--- config.mk ---
export PLATFORM = sky130hd
export DESIGN_NAME = reset_sequencer
export DESIGN_NICKNAME = d
export VERILOG_FILES = /design/src/rtl/reset_seq_pkg.sv /design/src/rtl/reset_sync_cell.sv /design/src/rtl/reset_sequencer.sv
export SDC_FILE = /design/constraint.sdc
export NUM_CORES = 1
export LEC_CHECK = 0
export ABC_CLOCK_PERIOD_IN_PS = 2000
export CORE_MARGIN = 2
export CORE_UTILIZATION = 52
export CTS_CLUSTER_DIAMETER = 100
export DETAILED_ROUTE_END_ITERATION = 8
export HOLD_SLACK_MARGIN = 0.15
export PLACE_DENSITY = 0.76
export SYNTH_ARGS = -nofsm -noshare
export SYNTH_HDL_FRONTEND = slang
export SYNTH_SLANG_ARGS = --single-unit
--- constraint.sdc ---
create_clock -name clk -period 2 [get_ports clk]
set_input_delay 0.4 -clock clk [delete_from_list [all_inputs] [get_ports clk]]
set_output_delay 0.4 -clock clk [all_outputs]
set_load 0.02 [all_outputs]
--- src/rtl/reset_seq_pkg.sv ---
// Shared types and sizing helpers for the reset sequencer.
package reset_seq_pkg;

  typedef enum logic [1:0] {HOLD, STRETCH, RELEASE, RUN} reset_seq_state_t;

  // Width of the phase counter: it must reach the longer of the stretch time
  // and the full release span, minus one.
  function automatic int seq_cnt_width(input int stretch_cycles,
                                       input int stagger,
                                       input int n_out);
    int span;
    span = (stretch_cycles > stagger * (n_out - 1)) ? stretch_cycles
                                                    : stagger * (n_out - 1);
    return (span > 1) ? $clog2(span) : 1;
  endfunction

endpackage

--- src/rtl/reset_sync_cell.sv ---
// Async-assert / sync-deassert reset synchroniser; the chain shifts in ones
// after reset_n rises and is cleared at once when it falls.
module reset_sync_cell #(
  parameter int SYNC_STAGES = 2
) (
  input  logic clk,
  input  logic reset_n,
  output logic sync_rst_n
);

  logic [SYNC_STAGES-1:0] chain_q;

  always_ff @(posedge clk or negedge reset_n) begin
    if (!reset_n) begin
      chain_q <= '0;
    end else begin
      chain_q <= {chain_q[SYNC_STAGES-2:0], 1'b1};
    end
  end

  assign sync_rst_n = chain_q[SYNC_STAGES-1];

endmodule

--- src/rtl/reset_sequencer.sv ---
// Sequences active-low resets: async assertion, synchronised release, a
// stretch period, then staggered per-domain release; also handles soft resets.
module reset_sequencer
  import reset_seq_pkg::*;
#(
  parameter int SYNC_STAGES    = 2,
  parameter int STRETCH_CYCLES = 16,
  parameter int N_OUT          = 4,
  parameter int STAGGER        = 4,
  parameter int CNT_W          = 8
) (
  input  logic             clk,
  input  logic             reset_n,
  input  logic             sw_reset_req,
  output logic [N_OUT-1:0] rst_n_out,
  output logic             reset_active,
  output logic [CNT_W-1:0] sw_reset_count
);

  localparam int CW       = seq_cnt_width(STRETCH_CYCLES, STAGGER, N_OUT);
  localparam int LAST_REL = STAGGER * (N_OUT - 1) - 1;

  reset_seq_state_t state_q;
  logic [CW-1:0]    cnt_q;
  logic [N_OUT-1:0] rst_q;
  logic             active_q;
  logic [CNT_W-1:0] sw_cnt_q;
  logic [CNT_W-1:0] sw_cnt_d;
  logic             sync_rst_n;
  logic             sw_accept;

  reset_sync_cell #(
    .SYNC_STAGES(SYNC_STAGES)
  ) u_sync (
    .clk       (clk),
    .reset_n   (reset_n),
    .sync_rst_n(sync_rst_n)
  );

  // Soft resets only restart a sequence that has already begun releasing.
  assign sw_accept = sw_reset_req && ((state_q == RELEASE) || (state_q == RUN));
  assign sw_cnt_d  = (&sw_cnt_q) ? sw_cnt_q : sw_cnt_q + CNT_W'(1);

  always_ff @(posedge clk or negedge reset_n) begin
    if (!reset_n) begin
      state_q  <= HOLD;
      cnt_q    <= '0;
      rst_q    <= '0;
      active_q <= 1'b1;
      sw_cnt_q <= '0;
    end else if (sw_accept) begin
      state_q  <= STRETCH;
      cnt_q    <= '0;
      rst_q    <= '0;
      active_q <= 1'b1;
      sw_cnt_q <= sw_cnt_d;
    end else begin
      case (state_q)
        HOLD: begin
          if (sync_rst_n) begin
            state_q <= STRETCH;
            cnt_q   <= '0;
          end
        end
        STRETCH: begin
          if (cnt_q == CW'(STRETCH_CYCLES - 1)) begin
            cnt_q    <= '0;
            rst_q[0] <= 1'b1;
            if (N_OUT == 1) begin
              state_q  <= RUN;
              active_q <= 1'b0;
            end else begin
              state_q <= RELEASE;
            end
          end else begin
            cnt_q <= cnt_q + CW'(1);
          end
        end
        RELEASE: begin
          cnt_q <= cnt_q + CW'(1);
          for (int i = 1; i < N_OUT; i++) begin
            if (cnt_q == CW'(STAGGER * i - 1)) begin
              rst_q[i] <= 1'b1;
            end
          end
          if (cnt_q == CW'(LAST_REL)) begin
            state_q  <= RUN;
            active_q <= 1'b0;
            cnt_q    <= '0;
          end
        end
        RUN: begin
          cnt_q <= '0;
        end
        default: begin
          state_q <= HOLD;
        end
      endcase
    end
  end

  assign rst_n_out      = rst_q;
  assign reset_active   = active_q;
  assign sw_reset_count = sw_cnt_q;

endmodule

Word-level counts from Yosys, hierarchy flattened
Cells that the tools add are included.
{ "totals": {"output_inout_bits": 13, "reg_bits": 21, "wordCells": 59} }
{ "op_classes": {"n_bitwise": 1, "eq_ne": 10, "n_reduce_logical": 17, "mux": 20, "add_sub_neg": 2} }
{ "ops": {"columns": ["op", "count"], "rows": [
  ["4-bit 2-to-1 mux", 5],
  ["4-bit one-hot mux with 4 select lines", 1],
  ["2-bit nonzero test", 6],
  ["2-bit AND reduction", 5],
  ["8-bit by 1-bit adder with 8-bit output (second input constant)", 1],
  ["4-bit == test (second input constant)", 2],
  ["1-bit 2-to-1 mux", 8],
  ["2-bit 2-to-1 mux", 4],
  ["8-bit AND reduction", 1],
  ["3-bit by 2-bit inequality test with 1-bit output (second input constant)", 2],
  ["2-bit one-hot mux with 3 select lines", 1],
  ["4-bit by 1-bit adder with 4-bit output (second input constant)", 1],
  ["2-bit == test (second input constant)", 2],
  ["4-bit by 2-bit == test with 1-bit output (second input constant)", 1],
  ["4-bit by 3-bit == test with 1-bit output (second input constant)", 1],
  ["4-bit AND reduction", 1],
  ["4-bit nonzero test", 1],
  ["3-bit 2-to-1 mux", 1],
  ["3-bit inequality test (second input constant)", 1],
  ["2-bit by 1-bit == test with 1-bit output (second input constant)", 1],
  ["2-bit zero test", 1],
  ["1-bit logical AND", 1],
  ["1-bit logical OR", 1],
  ["1-bit inverter", 1]
]} }

Logic depth before layout (Yosys ltp)
{ "depth": {"ltp_word": 5, "ltp_mapped": 7} }

Hierarchy
From an unflattened synthesis, not the netlist that was laid out.
{ "hier_totals": {"cells_unflattened": 104, "area_unflattened_um2": 1079.8} }
{ "by_module_without_submodules": {"columns": ["mod", "cells_per_inst", "area_each_um2", "n_inst", "seq_area_each_um2"], "rows": [
  ["reset_sequencer", 101, 1026.0, 1, 476.7],
  ["reset_sync_cell", 3, 53.8, 1, 50.0]
]} }

Worst setup path before layout
No wires, ideal clock.
{ "synth_path": {"kind": "register to register", "from": "register state_q[0]", "to": "register sw_cnt_q[4], in the netlist sw_reset_count[4]", "n_path_buf": 1, "stages_incl_launch_ff": 7, "synth_period_minus_slack_ns": 1.595, "t_arrival_ns": 1.470, "setup_slack_ns": 0.405, "required_ns": 1.875, "path_cell_list": "dfrtp_1 > inv_1 > ha_1 > buf_6 > o21a_1 > nand4_1 > mux2_2"} }
{ "synth_via": {"elab_chain_cells": 4, "word_cells_on_any_way": 5} }
{ "synth_lines": {"columns": ["item", "line_no", "text"], "rows": [
  ["start: declaration", "reset_sequencer.sv:23", "reset_seq_state_t state_q;"],
  ["start signal: assignment", "reset_sequencer.sv:46", "state_q <= HOLD;"],
  ["start signal: assignment", "reset_sequencer.sv:52", "state_q <= STRETCH;"],
  ["start signal: assignment", "reset_sequencer.sv:61", "state_q <= STRETCH;"],
  ["2-bit == test", "reset_sequencer.sv:41", "assign sw_accept = sw_reset_req && ((state_q == RELEASE) || (state_q == RUN));"],
  ["1-bit logical OR (*)", "reset_sequencer.sv:41", null],
  ["1-bit logical AND (*)", "reset_sequencer.sv:41", null],
  ["2-bit AND reduction (no line) (*)", null, null],
  ["end signal: assignment", "reset_sequencer.sv:56", "sw_cnt_q <= sw_cnt_d;"],
  ["end: declaration", "reset_sequencer.sv:27", "logic [CNT_W-1:0] sw_cnt_q;"]
]} }
Mark *: on every way between the ends. The rest lies on a longest branch, timed or not.
A chain may end at the register's enable or synchronous reset.

Final worst setup path
{ "layout_path": {"from": "register active_q, in the netlist reset_active", "to": "output port reset_active"} }
{ "layout_rtl": {"columns": ["item", "line_no", "text"], "rows": [
  ["start: declaration", "reset_sequencer.sv:26", "logic active_q;"],
  ["start signal: assignment", "reset_sequencer.sv:49", "active_q <= 1'b1;"],
  ["start signal: assignment", "reset_sequencer.sv:55", "active_q <= 1'b1;"],
  ["start signal: assignment", "reset_sequencer.sv:71", "active_q <= 1'b0;"],
  ["end: declaration", "reset_sequencer.sv:16", "output logic reset_active,"]
]} }
No word-level cell between the ends.

==> key figures <==
Status
  – Status: finished clean

Floorplanning
  – Die height: slightly above 50 um
  – Initial core utilization: 0.561
  – Die Width: 50.5 um
  – Die ar.: between 2000 and 3000 um2
  – Std cell rows: 16
  – Core area: roughly 2000 um2
  – Io pins: 16

Power and ir drop
  – Peak supply drop: between 0.7 and 0.8 mV
  – Tot Pwr: 1.42 mW
  – Leakage power: just under 0.6 nW
  – Pwr per Cell Area: roughly 1100 nW/um2

Clocking
  – Cts bufs inserted: 3
  – Worst-Skew Late Latency: ~300 ps
  – CTS Sinks: 21
  – Total setup buffers inserted after CTS: 0
  – Post-CTS Resized: 0
  – Root Driver: clkbuf_4
  – Clock-pin slew on the worst setup and hold paths: approximately 110 ps
  – CTS max path bufs: 2
  – CTS tree: built
  – H-tree Lvls: 1
  – Hold-fix buffers, CTS: 0

STA
  – Max Clock Skew: ~5.7 ps
  – Tmin final: between 1500 and 2000 ps
  – Final Cycle Share: 0.924
  – Post-route setup TNS: 0 ps
  – Highest Clock Rate: ~540 MHz
  – Fin. Hold Viols: 0
  – Final count of negative-setup-slack endpoints: 0
  – Pins Over Slew Limit: 0
  – Unrepaired setup endpoints after global routing: no

Cells and area
  – Layout net count: ~140
  – Final Core Density: 0.656
  – Post-route insts no fill: between 150 and 200
  – Filler cells: about 160
  – Layout cells sized above 1: 0.121
  – Antenna Cells: 0
  – P&R area growth vs syn: 16.9%

Min path
  – HP Class: reg -> reg

Flow run
  – # Max-Cap Violations: 0

GRT
  – Global-route congestion overflow total: 0
  – Via count of the first global-routing pass: around 760
  – GRT Overall Usage: 0.183
  – Initial antenna violation count: 0
  – Largest net degree at the start of global routing: 12
  – First-pass GRT wire length: ~3500 um

Critical path
  – Startpoint types: flop
  – Slowest CP cell: clkdlybuf4s50_1
  – Top delay family on crit path: buffers and inverters
  – Arrival @ worst endpoint: about 1500 ps
  – Worst Path Required: around 1600 ps
  – Crit path largest cell delay: 590 ps
  – Crit Path Category: reg -> out
  – CP bufs+invs: 1
  – Crit path max fanout: 2
  – CP endpoint kind: output pin
  – Critical path cell sequence: clkdlybuf4s50_1

Synth
  – Yosys warning count: 0
  – Synth area leader: dfrtp_1
  – Post-Synthesis Cells: between 100 and 150
  – Synth cell types: 36
  – Post-synthesis register bit count: 21
  – Syn Std Cell Area: approximately 1100 um2
  – Mean Syn Cell Area: around 10 um2
  – Synth area leaders: dfrtp_1 45%, ha_1 8.9%, nand2_1 4.7%
  – Yosys top cell area share: 0.446
  – Register area share after synthesis: 0.469
  – Syn nets: roughly 120

Routing
  – TritonRoute pass-1 iters: 6
  – Final WL: 1910 um
  – Initial DRC Count: 8
  – DRT antenna net count: 0
  – Vias post-DR: 796
  – DR vias/cell: between 5 and 6
  – Residual DRC: 0
  – Drt wl/cell: between 10 and 15 um

Placement
  – Gp weighted congestion: between 0.8 and 0.9
  – Post-DP HPWL: approximately 1500 um
  – # port buffers: 15
  – Placed instance count: ~150
-- cells in the mapped netlist, drive strengths merged --
cell	instances
xor2	1
conb	1
nor3	3
mux2	3
nand4	3
o21bai	1
nand2	14
o21ai	3
and3b	1
inv	6
dfrtp	20
xnor2	3
a31oi	2
ha	8
and2b	1
nand3b	1
and3	2
a211o	1
o211ai	1
a21oi	4
nand2b	2
a32o	1
nor2b	1
dfstp	1
o21a	2
buf	3
o32ai	2
nand3	4
a21o	1
mux2i	3
nor4	2
nor2	6
-- per-stage QoR --
step / hold WS, ps / instance area, um2 / worst slack, ps
after floorplan: 104 / 1120 / 405
after global placement: 336 / 1280 / 224
after detailed placement: 341 / 1280 / 190
after CTS: 368 / 1310 / 129
after global routing: 371 / 1310 / 85.6
final: 361 / 1310 / 152
-- cells in the final DEF (no fill, tap or decap), drive strengths merged, types with 2 or more instances in the layout --
master	synthesis	layout
nand3	4	4
xnor2	3	3
nand4	3	3
mux2i	3	3
and3	2	2
dfrtp	20	20
nand2	14	14
inv	6	6
o21ai	3	3
o32ai	2	2
a21oi	4	4
clkdlybuf4s50	0	15
nor4	2	2
mux2	3	3
nand2b	2	2
nor3	3	3
a31oi	2	2
ha	8	8
clkbuf	0	4
o21a	2	2
nor2	6	6
-- area by class of cell --
| type | instances | area, um2 | area share |
|---|---|---|---|
| Timing Repair Buffer | 16 | 158 | 0.120 |
| Inverter | 6 | 22.5 | 0.0172 |
| Sequential cell | 21 | 527 | 0.401 |
| Clock buffer | 4 | 26.3 | 0.0200 |
| Multi-Input combinational cell | 77 | 546 | 0.416 |
| Tap cell | 27 | 33.8 | 0.0257 |
-- worst reg2reg max path: cells and delay by family (launching register included) --
kind	cells	cell delay, ps
simple gates	1	170
compound gates	2	450
flops	1	420
fa+ha+maj	1	260
mux	1	210
buf+inv	1	150
-- final timing paths --
check / start / endpoint / slack (ps) / depth (start not counted)
min: u_sync.chain_q[0] / u_sync.chain_q[1] / 360 / 0
max: reset_active / reset_active / 150 / 1
max in group asynchronous: reset_n / state_q[1] / 1040 / 2
max reg2reg: state_q[1] / state_q[0] / 270 / 6
min reg2reg: u_sync.chain_q[0] / u_sync.chain_q[1] / 360 / 0
min in group asynchronous: reset_n / rst_n_out[1] / 420 / 1
-- kinds of logic (layout without fill, tap and decap cells) --
| family | count (synthesis) | count (layout) | synth area share |
|---|---|---|---|
| AOI/OAI and AO/OA | 18 | 18 | 0.126 |
| xor gates and xnor gates | 4 | 4 | 0.0312 |
| DFF | 21 | 21 | 0.469 |
| adders and majority gates | 8 | 8 | 0.0892 |
| muxes | 6 | 6 | 0.0569 |
| other | 1 | 1 | 0.00334 |
| buffers and inverters | 9 | 26 | 0.0468 |
| and+or+nand+nor | 40 | 40 | 0.177 |
-- sequential cells by signal, summed over array words and instances, names as in the netlist --
signal          count
cnt_q               4
reset_active        1
rst_n_out           4
state_q             2
sw_reset_count      8
u_sync.chain_q      2
-- power by group --
group          internal [mW]  switching (mW)  leakage (nW)  total (mW)
clock                 0.0777           0.124        0.0150       0.202
combinational          0.278           0.346         0.309       0.624
sequential             0.506          0.0923         0.269       0.599
total                  0.862           0.562         0.593        1.42
-- routing by layer --
metal  global-route usage  wire length [um]
met3               0.0357                57
met4               0.0541                22
met1                0.257               973
met5                    0                 0
met2                0.287               857
No activity file was read; power rests on OpenSTA's default activity.
